[src/rtl/ex_pipe_stage.sv]
// Handshaked pipeline stage register with flush and bubble zeroing.
// Define EX_PIPE_STAGE_SKID_EN for the two-entry skid variant with registered in_ready.
module ex_pipe_stage #(
    parameter int DATA_W = 128,
    parameter int CTRL_W = 8,
    parameter int RD_W   = 5
) (
    input  logic              clk,
    input  logic              reset,
    input  logic              flush,
    input  logic              in_valid,
    output logic              in_ready,
    input  logic [DATA_W-1:0] in_data,
    input  logic [CTRL_W-1:0] in_ctrl,
    input  logic [RD_W-1:0]   in_rd,
    output logic              out_valid,
    input  logic              out_ready,
    output logic [DATA_W-1:0] out_data,
    output logic [CTRL_W-1:0] out_ctrl,
    output logic [RD_W-1:0]   out_rd,
    output logic [1:0]        occupancy
);

    logic              m_valid;
    logic [DATA_W-1:0] m_data;
    logic [CTRL_W-1:0] m_ctrl;
    logic [RD_W-1:0]   m_rd;

    logic in_xfer;
    logic out_xfer;

    assign in_xfer  = in_valid & in_ready;
    assign out_xfer = m_valid & out_ready;

    // Empty slots are always zeroed, so outputs can come straight from M.
    assign out_valid = m_valid;
    assign out_data  = m_data;
    assign out_ctrl  = m_ctrl;
    assign out_rd    = m_rd;

`ifdef EX_PIPE_STAGE_SKID_EN

    logic              s_valid;
    logic [DATA_W-1:0] s_data;
    logic [CTRL_W-1:0] s_ctrl;
    logic [RD_W-1:0]   s_rd;

    // Depends only on a flop, so out_ready never reaches in_ready.
    assign in_ready  = ~s_valid;
    assign occupancy = {1'b0, m_valid} + {1'b0, s_valid};

    always_ff @(posedge clk) begin
        if (reset || flush) begin
            m_valid <= 1'b0;
            m_data  <= '0;
            m_ctrl  <= '0;
            m_rd    <= '0;
            s_valid <= 1'b0;
            s_data  <= '0;
            s_ctrl  <= '0;
            s_rd    <= '0;
        end else if (out_xfer && s_valid) begin
            m_valid <= 1'b1;
            m_data  <= s_data;
            m_ctrl  <= s_ctrl;
            m_rd    <= s_rd;
            if (in_xfer) begin
                s_valid <= 1'b1;
                s_data  <= in_data;
                s_ctrl  <= in_ctrl;
                s_rd    <= in_rd;
            end else begin
                s_valid <= 1'b0;
                s_data  <= '0;
                s_ctrl  <= '0;
                s_rd    <= '0;
            end
        end else if (in_xfer && (!m_valid || out_xfer)) begin
            m_valid <= 1'b1;
            m_data  <= in_data;
            m_ctrl  <= in_ctrl;
            m_rd    <= in_rd;
        end else if (in_xfer) begin
            s_valid <= 1'b1;
            s_data  <= in_data;
            s_ctrl  <= in_ctrl;
            s_rd    <= in_rd;
        end else if (out_xfer) begin
            m_valid <= 1'b0;
            m_data  <= '0;
            m_ctrl  <= '0;
            m_rd    <= '0;
        end
    end

`else

    assign in_ready  = out_ready | ~m_valid;
    assign occupancy = {1'b0, m_valid};

    always_ff @(posedge clk) begin
        if (reset || flush) begin
            m_valid <= 1'b0;
            m_data  <= '0;
            m_ctrl  <= '0;
            m_rd    <= '0;
        end else if (in_xfer) begin
            m_valid <= 1'b1;
            m_data  <= in_data;
            m_ctrl  <= in_ctrl;
            m_rd    <= in_rd;
        end else if (out_xfer) begin
            m_valid <= 1'b0;
            m_data  <= '0;
            m_ctrl  <= '0;
            m_rd    <= '0;
        end
    end

`endif

endmodule

[config.mk]
export PLATFORM = sky130hd
export DESIGN_NAME = ex_pipe_stage
export DESIGN_NICKNAME = d
export VERILOG_FILES = /design/src/rtl/ex_pipe_stage.sv
export SDC_FILE = /design/constraint.sdc
export NUM_CORES = 1
export LEC_CHECK = 0
export CAP_MARGIN = 20
export CORE_MARGIN = 8
export CORE_UTILIZATION = 38
export CTS_CLUSTER_DIAMETER = 150
export CTS_CLUSTER_SIZE = 20
export DETAILED_ROUTE_END_ITERATION = 8
export PLACE_DENSITY = 0.85
export RECOVER_POWER = 100
export SYNTH_ARGS = -nofsm -noshare
export SYNTH_HDL_FRONTEND = slang
export SYNTH_SLANG_ARGS = --single-unit
export TNS_END_PERCENT = 100
[constraint.sdc]
create_clock -name clk -period 3.15 [get_ports clk]
set_input_delay 0.315 -clock clk [delete_from_list [all_inputs] [get_ports clk]]
set_output_delay 0.315 -clock clk [all_outputs]
set_load 0.02 [all_outputs]
### Word-level counts from Yosys, hierarchy flattened

Cells that the tools add are included.

* mux-type cells: 8
* bitwise logic cells: 4
* reduce and logical (&&, ||, !) cells: 2

Operators with widths (count)
* 128-bit two-way mux: 2
* 8-bit two-way mux: 2
* 5-bit two-way mux: 2
* 1-bit AND: 2
* 1-bit two-way mux: 2
* 2-bit nonzero test: 1
* 1-bit logical OR: 1
* 1-bit NOT: 1
* 1-bit bitwise OR: 1

* flip-flop bits (word level): 142
* input bits: 146
* output and inout bits: 145
* word-level logic and storage cells: 18

### Depth between registers and ports, before layout

Gate-level depths: netlist of the first run.

* word-level depth: 4
* mapped depth: 6
* depth with buffers taken out: 3

### Worst setup path after synthesis of the first run

Ideal clock, no wire load.

* path kind: register to register
* start point: register m_valid, in the netlist out_valid
* end point: register m_data[100], in the netlist out_data[100]
* library setup time: 117 ps
* arrival time: 1465 ps
* data required time: 3033 ps
* path slack: 1568 ps
* cell stages (with the launch flop): 7
* buffers on the path: 3
* period minus slack after synthesis: 1582 ps
* cell sequence: dfxtp_1 nand2b_1 and3_1 buf_6 buf_6 buf_6 a22o_1

* longest elaborated chain between the ends: 4
* elaborated cells between the ends (all ways): 6
* those cells by class: mux: 1; bitwise: 4; reduce/logical: 1

RTL lines
* start, declared: RTL line 24 `logic m_valid;`
* start signal, assigned: RTL line 103 `m_valid <= 1'b0;`
* start signal, assigned: RTL line 108 `m_valid <= 1'b1;`
* start signal, assigned: RTL line 113 `m_valid <= 1'b0;`
* 1-bit NOT *: RTL line 98 `assign in_ready = out_ready | ~m_valid;`
* 1-bit bitwise OR *: RTL line 98
* named net in_ready: RTL line 12 `output logic in_ready,`
* 1-bit AND *: RTL line 32 `assign in_xfer = in_valid & in_ready;`
* 128-bit two-way mux or 2-bit nonzero test (tied branches)
* end signal, assigned: RTL line 109 `m_data <= in_data;`
* end, declared: RTL line 25 `logic [DATA_W-1:0] m_data;`

Mark *: on every way through the listed nets, which the timed path passes. The rest lies on a longest branch.
A chain may end at the register's enable or synchronous reset.

### Final worst setup path of the first run

* start point: input flush
* end point: register m_data[69], in the netlist out_data[69]

* longest elaborated chain between the ends: 1

RTL lines
* start, declared: RTL line 10 `input logic flush,`
* 1-bit logical OR: RTL line 102 `if (reset || flush) begin`

No other way between the ends.

==> results of run 1 <==
synthesized netlist by cell type (all sizes together):
cell and count:
dfxtp 142, a22o 141, buf 34, a21boi 1, and3 1, conb 1
inv 1, nand2 1, nand2b 1, nor2 1, o211a 1
sequential cells by signal, indices dropped and copies added, names as in the netlist:
register	cells
out_valid	1
out_ctrl	8
out_rd	5
out_data	128
metrics by stage:
stage,std cells,area [sq um],util (%)
floorplan,325,4370,-
global placement,726,7250,64.1
detailed placement,726,7250,64.1
CTS,758,7850,69.3
global route,758,7840,69.3
finish,758,7840,69.3
power by group through the flow:
stage          sequential, W  combinational [W]  clock [W]
4_1_cts              0.00189           0.000509    0.00201
5_1_grt              0.00190           0.000508    0.00208
3_5_place_dp         0.00193           0.000504          0
3_3_place_gp         0.00193           0.000495          0
6_report             0.00189           0.000483    0.00197
2_1_floorplan        0.00200           0.000108          0
metal layers:
layer / track usage, % / vias up
li1: - / 1800
met1: 20.7 / 1891
met2: 33.3 / 186
met3: 9.77 / 16
met4: 6.77 / 0
met5: 0 / -
final timing paths:
kind / from / to / slack [ns] / cells after the start
setup / recovery: flush / out_data[69]$_SDFFE_PP0P_ / 0.83 / 5
hold / removal: out_data[100]$_SDFFE_PP0P_ / out_data[100]$_SDFFE_PP0P_ / 0.47 / 1
setup reg to reg: out_valid$_SDFFE_PP0P_ / out_data[69]$_SDFFE_PP0P_ / 1.08 / 4
hold reg to reg: out_data[100]$_SDFFE_PP0P_ / out_data[100]$_SDFFE_PP0P_ / 0.47 / 1
area by class of cell:
cell class | count | share of cell area [%]
clock buffers | 27 | 6.54
repair buffers | 292 | 37.5
clock inverters | 5 | 0.989
multi-input cells | 148 | 16.4
well taps | 143 | 2.28
inverters | 1 | 0.0479
flip-flops and latches | 142 | 36.3
logic make-up (layout without fill, tap and decap cells):
kind of cell / after synthesis / count (layout) / share of synthesized area [%]
compound gates: 143 / 143 / 28.6
flops: 142 / 142 / 65.0
simple gates: 4 / 4 / 0.458
other cells: 1 / 1 / 0.0858
buf+inv: 35 / 325 / 5.81
==> impl_results.md, run 1 <==
* Status: finished clean
* Top sig layer: met4
* Dpl ws at 1.04 ns
* Crit-path cells: dlygate4sd3_1 -> nor2_1 -> and3_1 -> buf_4 -> a22o_1
* CP arrival at 2.66 ns
* CP bufs+invs at 2
* Period utilisation layout at 73.5%
* Int Pwr at 0.00341 W
* Post-synth top area cell: dfxtp_1
* Final Power at 0.00435 W
* DRC errors left at 0
* First-pass GRT wire length at 22.4 mm
* Sw frac at 21.6%
* Port Buffer Count at 289
* Worst-margin pin slew at 0.967 ns
* Synth Net Count at 471
* Setup repair after global routing missed its margin: false
* Met1 wire length at 5.93 mm
* Die area at 0.0152 sq mm
* Worst-path clk slew at 0.05 ns
* Fraction of layout cells with a size suffix above 1 at 5.04%
* Placeable Area at 0.0113 sq mm
* Synth Register Bits at 142
* # IOs at 291
* Post-synth top area share at 65.0%
* Sequential cell area at 0.00284 sq mm
* Mapped Area at 0.00437 sq mm
* Total GRT Usage at 19.6%
* Clock Latency Late Sink at 0.41 ns
* DR WL met2 at 7.68 mm
* GP Congestion at 0.747
* Final setup viols at 0
* PwrDens at 554 mW/mm^2
* Post-detail-place hpwl at 11.3 mm
* Logic pwr share at 11.1%
* Critical Path RT at 3.50 ns
* Fillers at 790
* CTS-repair resized insts at 0
* Peak Freq at 432 MHz
* Root Buffer: clkbuf_16
* Synth area leaders: dfxtp_1 65%, a22o_1 28%, buf_6 3.1%
* Vias in the first global route at 4023
* Synth cell types at 13
* Initial antenna violation count at 0
* Final WS setup at 0.835 ns
* Drt via density at 5.14
* H-tree levels at 4
* Commonest non-fill, non-tap cells in the layout: 145 x dlygate4sd3_1, 144 x clkdlybuf4s50_1, 142 x dfxtp_1
* Mapped Cells at 325
* Ant diodes at 0
* Min Tclk post-route at 2.32 ns
* Total CTS buffers at 17
* DIE HEIGHT at 123 um
* P_sw at 0.000937 W
* CTS sink count at 142
* Hold_buf cts at 0
* Startpoint Class: input port
* Setup TNS at 0 ns
* Critical path class: in -> reg
* Max-Cap Viols at 0
* Power share of the clock group at 45.4%
* Max Buffers Root-to-Sink at 2
* Final Skew at 0.00568 ns
* CP Capture Type: flop
* Die width at 123 um
* Postcts setup bufs at 0
* Sequential area share after synthesis at 65.0%
* Largest net degree at the start of global routing at 142
* Worst Hold Slack at 0.469 ns
* CTS tree: built
* Register share of total power at 43.5%
* Antenna-violating nets left at 0
* Final #Nets at 748
* Drt pass-1 iters at 4
* Routed met3 length at 1.78 mm
* Average wire per standard cell at 20.6 um
* Critical path's slowest cell: and3_1
* Hold WC Path Type: reg -> reg
* Multi-input gate area in the final layout at 0.00128 sq mm
* Most common cell after layout, fill and taps aside: dlygate4sd3_1
* Mean post-synth cell area at 13.5 sq um
* Slowest stage delay, CP at 0.83 ns
* Hold Violations, Final at 0
* Yosys warnings at 0
* Max rail drop VDD at 450 uV
* DRT Wirelength at 15.6 mm
* Row count at 39
* Area delta synth->final at 79.3%
* Iteration-0 DRC count of the detailed router at 243
* Rel. slew slack at 35.5%
* Crit-path leading delay family: buffers and inverters
* Vias at 3893
* Crit path max fanout at 40
* Grt ovf at 0
* Initial core utilization at 38.6%
* Max Slew Vio Count at 0
* Leak Pwr at 3.49 nW
No activity file was read; power rests on OpenSTA's default activity.
==> run 2: changes to the inputs <==
Settings changed: CORE_UTILIZATION 38 to 35, PLACE_DENSITY 0.85 to 0.79.
Clock period 3.15 ns to 2.4 ns, I/O delays scaled along.
==> run 2 against run 1 <==
  * Register-to-register slack lost 0.37 ns
  * Non-clock buffer count up 1
  * Combinational power is 31% higher
  * Clock skew barely moved
  * Via count decreased by 0.49%
  * First-iteration DRC count is 28% lower
  * Sequential cell count is the same
  * Global-route usage decreased by 0.77 points
  * Wire length grew 0.44%
  * Highest routed layer unchanged
==> impl_results.md, run 2 (synthesized netlist as in run 1, its figures left out) <==
* Period utilisation layout at 77.9%
* Post-layout util at 63.8% (-5.4 points)
* Max reg flops at 128 (unchanged)
* CTS-repair resized insts at 0 (unchanged)
* PwrDens at 746 mW/mm^2 (+35%)
* Logic pwr share at 10.7% (-0.4 points)
* Worst-margin pin slew at 0.808 ns (-0.159 ns)
* CTS sink count at 142 (unchanged)
* Max Buffers Root-to-Sink at 2 (unchanged)
* Min Tclk post-route at 1.87 ns
* Setup TNS at 0 ns (unchanged)
* Register share of total power at 42.0% (-1.5 points)
* Cells after DPL at 756 (+4.1%)
* Rel. slew slack at 46.1% (+11 points)
* CTS tree: built
* DIE HEIGHT at 128 um (+3.7%)
* First-pass GRT wire length at 23.6 mm (+5.1%)
* Antenna-violating nets left at 0 (unchanged)
* Placeable Area at 0.0124 sq mm (+9.7%)
* Die width at 128 um (+3.7%)
* Hold_buf cts at 0 (unchanged)
* Setup repair after global routing missed its margin: false
* Drt pass-1 iters at 4 (unchanged)
* Commonest non-fill, non-tap cells in the layout: 145 x clkdlybuf4s50_1, 144 x dlygate4sd3_1, 142 x dfxtp_1
* Post-detail-place hpwl at 11.8 mm (+4.4%)
* Max rail drop VDD at 663 uV (+47%)
* Grt ovf at 0 (unchanged)
* CP Capture Type: output pin
* Non-Filler Instances at 787 (+3.8%)
* Final #Nets at 749 (+0.13%)
* Port Buffer Count at 289 (unchanged)
* P_sw at 0.00126 W (+35%)
* Hold WC Path Type: in -> reg
* Clock Latency Late Sink at 0.41 ns (about the same)
* Final Power at 0.00591 W (+36%)
* Row count at 41 (+5.1%)
* Critical path class: in -> out
* Crit path max fanout at 3 (-93%)
* CP arrival at 1.63 ns (-1.03 ns)
* Average wire per standard cell at 19.9 um (-3.3%)
* Worst-path clk slew at 0.06 ns (about the same)
* Critical Path RT at 2.16 ns (-1.34 ns)
* DRC errors left at 0 (unchanged)
* Peak Freq at 535 MHz
* Drt via density at 4.92 (-4.2%)
* Final Skew at 0.00530 ns (-0.000379 ns)
* Largest net degree at the start of global routing at 74 (-48%)
* # IOs at 291 (unchanged)
* Leak Pwr at 3.52 nW (+0.81%)
* Cell area after layout at 0.00792 sq mm (+1.0%)
* Vias at 3874 (-0.49%)
* Sw frac at 21.4% (-0.19 points)
* Final setup viols at 0 (unchanged)
* Startpoint Class: input port
* DRT Wirelength at 15.7 mm (+0.44%)
* Vias in the first global route at 4143 (+3.0%)
* Max-Cap Viols at 0 (unchanged)
* Fraction of layout cells with a size suffix above 1 at 5.85% (+0.81 points)
* DP Area at 0.00731 sq mm (+0.78%)
* H-tree levels at 4 (unchanged)
* Initial core utilization at 35.2% (-3.4 points)
* Total CTS buffers at 17 (unchanged)
* Ant diodes at 0 (unchanged)
* Int Pwr at 0.00465 W (+36%)
* GP Congestion at 0.759 (+1.6%)
* Most common cell after layout, fill and taps aside: clkdlybuf4s50_1
* Initial antenna violation count at 0 (unchanged)
* Postcts setup bufs at 0 (unchanged)
* Total GRT Usage at 18.8% (-0.77 points)
* Max Slew Vio Count at 0 (unchanged)
* Power share of the clock group at 47.3% (+1.9 points)
* Root Buffer: clkbuf_16
* Iteration-0 DRC count of the detailed router at 174 (-28%)
* Die area at 0.0163 sq mm (+7.4%)
* Status: finished clean
* Hold Violations, Final at 0 (unchanged)
* Area delta synth->final at 81.1%
-- run 2: changes by cell type in the layout (fill, tap and decap cells not counted) --
| cell | previous run | this run |
|---|---|---|
| dlygate4sd3_1 | 145 | 144 |
| clkdlybuf4s50_1 | 144 | 145 |
| clkbuf_4 | 0 | 2 |
| buf_12 | 2 | 1 |
| clkbuf_8 | 5 | 4 |
| clkinv_2 | 2 | 3 |
| clkinv_4 | 0 | 2 |
| bufinv_16 | 2 | 4 |
| clkbuf_1 | 5 | 0 |
-- run 2: critical path, stage by stage --
cell             delay, ns
clkdlybuf4s50_1       0.51
nand2b_1              0.16
dlygate4sd3_1         0.71
-- run 2: per-layer routing --
metal / global-route usage [%] / routed length, um / up-vias
met2: 31.0 / 7500 / 224
met4: 6.22 / 239 / 0
li1: - / - / 1798
met3: 10.7 / 1990 / 17
met5: 0 / 0 / -
met1: 19.8 / 5940 / 1835
-- run 2: worst paths after layout --
kind                             from                   endpoint  slack [ns]  cells after the start
max                         out_ready                   in_ready        0.53                      3
min                        in_ctrl[0]   out_ctrl[0]$_SDFFE_PP0P_        0.42                      2
max reg2reg    out_valid$_SDFFE_PP0P_  out_data[65]$_SDFFE_PP0P_        0.71                      4
min reg2reg  out_ctrl[7]$_SDFFE_PP0P_   out_ctrl[7]$_SDFFE_PP0P_        0.47                      1
-- run 2: stage by stage --
| step | hold slack (ns) | setup WS (ns) |
|---|---|---|
| 6_report | 0.418 | 0.531 |
| 5_1_grt | 0.403 | 0.445 |
| 3_5_place_dp | 0.463 | 0.416 |
| 3_3_place_gp | 0.461 | 0.442 |
| 2_1_floorplan | 0.365 | 0.818 |
| 4_1_cts | 0.392 | 0.576 |
-- run 2: final cells by class --
cell class | instances | area, sq um
clock buffers | 21 | 480
clock inverters | 10 | 160
fillers | 941 | 4490
inverters | 1 | 3.75
multi-input cells | 148 | 1280
flip-flops and latches | 142 | 2840
well taps | 172 | 215
repair buffers | 293 | 2940
-- run 2: power by group through the flow --
| stage | Combinational, W | Sequential, W | Clock [W] |
|---|---|---|---|
| floorplan | 0.000141 | 0.00263 | 0 |
| global placement | 0.000654 | 0.00253 | 0 |
| detailed placement | 0.000666 | 0.00254 | 0 |
| CTS | 0.000670 | 0.00249 | 0.00285 |
| global route | 0.000667 | 0.00249 | 0.00296 |
| finish | 0.000631 | 0.00248 | 0.00280 |
==> run 3: changes to the inputs <==
Clock period 2.4 ns to 1.75 ns, I/O delays scaled along.
==> run 3 against run 2 <==
  * Cell area down 0.85%
  * Total power rose by 32%
  * Count of clock-buffer cells in the layout decreased by 1
  * Global-route usage is 0.33 points lower
  * Largest power group unchanged
  * Highest routed layer unchanged
==> impl_results.md, run 3 (synthesized netlist as in run 1, its figures left out) <==
* GP Congestion at 0.770 (+1.4%)
* CP arrival at 1.49 ns (-0.14 ns)
* Clock Latency Late Sink at 0.41 ns (about the same)
* Leak Pwr at 3.47 nW (-1.3%)
* R2r endpoint: out_data[65]$_SDFFE_PP0P_
* Largest net degree at the start of global routing at 74 (unchanged)
* Vias at 3899 (+0.65%)
* Hold EP: out_data[8]$_SDFFE_PP0P_
* Status: finished clean
* Vias in the first global route at 4234 (+2.2%)
* H-tree levels at 4 (unchanged)
* Max-Cap Viols at 0 (unchanged)
* Fraction of layout cells with a size suffix above 1 at 5.68% (-0.17 points)
* CP Capture Type: output pin
* Reg2Reg Depth at 3 (-1)
* Max reg flops at 128 (unchanged)
* Die area at 0.0163 sq mm (unchanged)
* Iteration-0 DRC count of the detailed router at 194 (+11%)
* Final Power at 0.00782 W (+32%)
* Peak Freq at 599 MHz
* Crit-path leading delay family: buffers and inverters
* Root Buffer: clkbuf_16
* Grt ovf at 0 (unchanged)
* First-pass GRT wire length at 23.3 mm (-1.1%)
* Antenna-violating nets left at 0 (unchanged)
* Final setup viols at 0 (unchanged)
* Max Slew Vio Count at 0 (unchanged)
* DIE HEIGHT at 128 um (unchanged)
* Setup repair after global routing missed its margin: false
* Placeable Area at 0.0124 sq mm (unchanged)
* CP bufs+invs at 1 (-1)
* Area delta synth->final at 79.6%
* Critical path's slowest cell: dlygate4sd3_1
* Dpl ws at 0.103 ns (-0.313 ns)
* Post-detail-place hpwl at 11.6 mm (-2.0%)
* # IOs at 291 (unchanged)
* Final #Nets at 749 (unchanged)
* Worst-margin pin slew at 0.752 ns (-0.0560 ns)
* Critical Path RT at 1.57 ns (-0.59 ns)
* Critical path class: reg -> out
* Initial antenna violation count at 0 (unchanged)
* Worst-path clk slew at 0.06 ns (about the same)
* Flop-to-flop setup slack at 0.16 ns (-0.55 ns)
* Setup TNS at 0 ns (unchanged)
* Die width at 128 um (unchanged)
* Hold WC Path Type: in -> reg
* PwrDens at 996 mW/mm^2 (+33%)
* Startpoint Class: flop
* HP Start: in_data[8]
* Hold Violations, Final at 0 (unchanged)
* DRC errors left at 0 (unchanged)
* Hold depth at 2 (unchanged)
* Min Tclk post-route at 1.67 ns
* Commonest non-fill, non-tap cells in the layout: 147 x clkdlybuf4s50_1, 142 x dfxtp_1, 141 x a22o_1, 141 x dlygate4sd3_1, 17 x clkbuf_16
* Port Buffer Count at 289 (unchanged)
* Final WS setup at 0.0801 ns (-0.451 ns)
* DRT Wirelength at 15.3 mm (-2.1%)
* Startpoint of the worst register-to-register path: out_valid$_SDFFE_PP0P_
* Initial core utilization at 35.2% (unchanged)
* Drt pass-1 iters at 4 (unchanged)
* Most common cell after layout, fill and taps aside: clkdlybuf4s50_1
* Hold_buf cts at 0 (unchanged)
* Crit-path cells: dlygate4sd3_1
* Slowest stage delay, CP at 0.70 ns (about the same)
* Drt via density at 4.95 (+0.52%)
* Total GRT Usage at 18.5% (-0.33 points)
* Ant diodes at 0 (unchanged)
* Crit path max fanout at 2 (-1)
* Total CTS buffers at 17 (unchanged)
* Average wire per standard cell at 19.4 um (-2.3%)
* Cells after DPL at 756 (unchanged)
* Row count at 41 (unchanged)
* Final Skew at 0.00544 ns (+0.000138 ns)
* CTS tree: built
* Non-Filler Instances at 788 (+0.13%)
* Postcts setup bufs at 0 (unchanged)
* Max Buffers Root-to-Sink at 2 (unchanged)
* Rel. slew slack at 49.9% (+3.7 points)
* Max rail drop VDD at 706 uV (+6.5%)
* Period utilisation layout at 95.4%
* CTS sink count at 142 (unchanged)
[run 3: changes by cell type in the layout (fill, tap and decap cells not counted), moves of 2 or more]
cell and delta:
clkinv_2 +2, clkdlybuf4s50_1 +2, buf_4 +2, dlygate4sd3_1 -3
clkbuf_4 -2, clkinvlp_4 +3, clkinv_4 -2, clkbuf_8 -4
clkbuf_1 +4
[run 3: per-stage QoR]
step	cell area (sq um)	hold WS [ns]	utilization (%)
5_1_grt	7850	0.333	63.3
4_1_cts	7910	0.325	63.7
3_5_place_dp	7320	0.463	59.0
2_1_floorplan	4370	0.300	-
3_3_place_gp	7320	0.460	59.0
6_report	7850	0.349	63.3
[run 3: layer usage]
metal / wire length, um / up-vias / GRT usage, %
li1: - / 1807 / -
met1: 5920 / 1813 / 19.6
met2: 6960 / 241 / 28.7
met3: 1880 / 38 / 10.4
met4: 561 / 0 / 9.86
met5: 0 / - / 0
[run 3: layout make-up]
cell class,instances,area [sq um]
Clock buffer,20,437
Clock inverter,12,145
Fill cell,950,4560
Inverter,1,3.75
Multi-Input combinational cell,148,1280
Sequential cell,142,2840
Tap cell,172,215
Timing Repair Buffer,293,2930
[run 3: report_power, final]
group	internal [W]	leakage, nW	switching, W
Sequential	0.00335	1.16	0.0000563
Clock	0.00222	0.276	0.00133
Combinational	0.000502	2.04	0.000361
[run 3: timing repair]
action	CTS	global route
resized for setup	0	1
endpoints found under the setup margin	0	1
endpoints found under the hold margin	0	0
[run 3: how the worst max path moves through the flow]
| stage | depth (start not counted) | startpoint | slack (ns) | endpoint |
|---|---|---|---|---|
| floorplan | 6 | out_valid$_SDFFE_PP0P_ | 0.17 | out_data[100]$_SDFFE_PP0P_ |
| global placement | 3 | out_ready | 0.12 | in_ready |
| detailed placement | 5 | flush | 0.10 | out_data[67]$_SDFFE_PP0P_ |
| CTS | 2 | out_valid$_SDFFE_PP0P_ | 0.008 | in_ready |
| global route | 1 | out_data[110]$_SDFFE_PP0P_ | 0.03 | out_data[110] |
| finish | 1 | out_data[91]$_SDFFE_PP0P_ | 0.08 | out_data[91] |
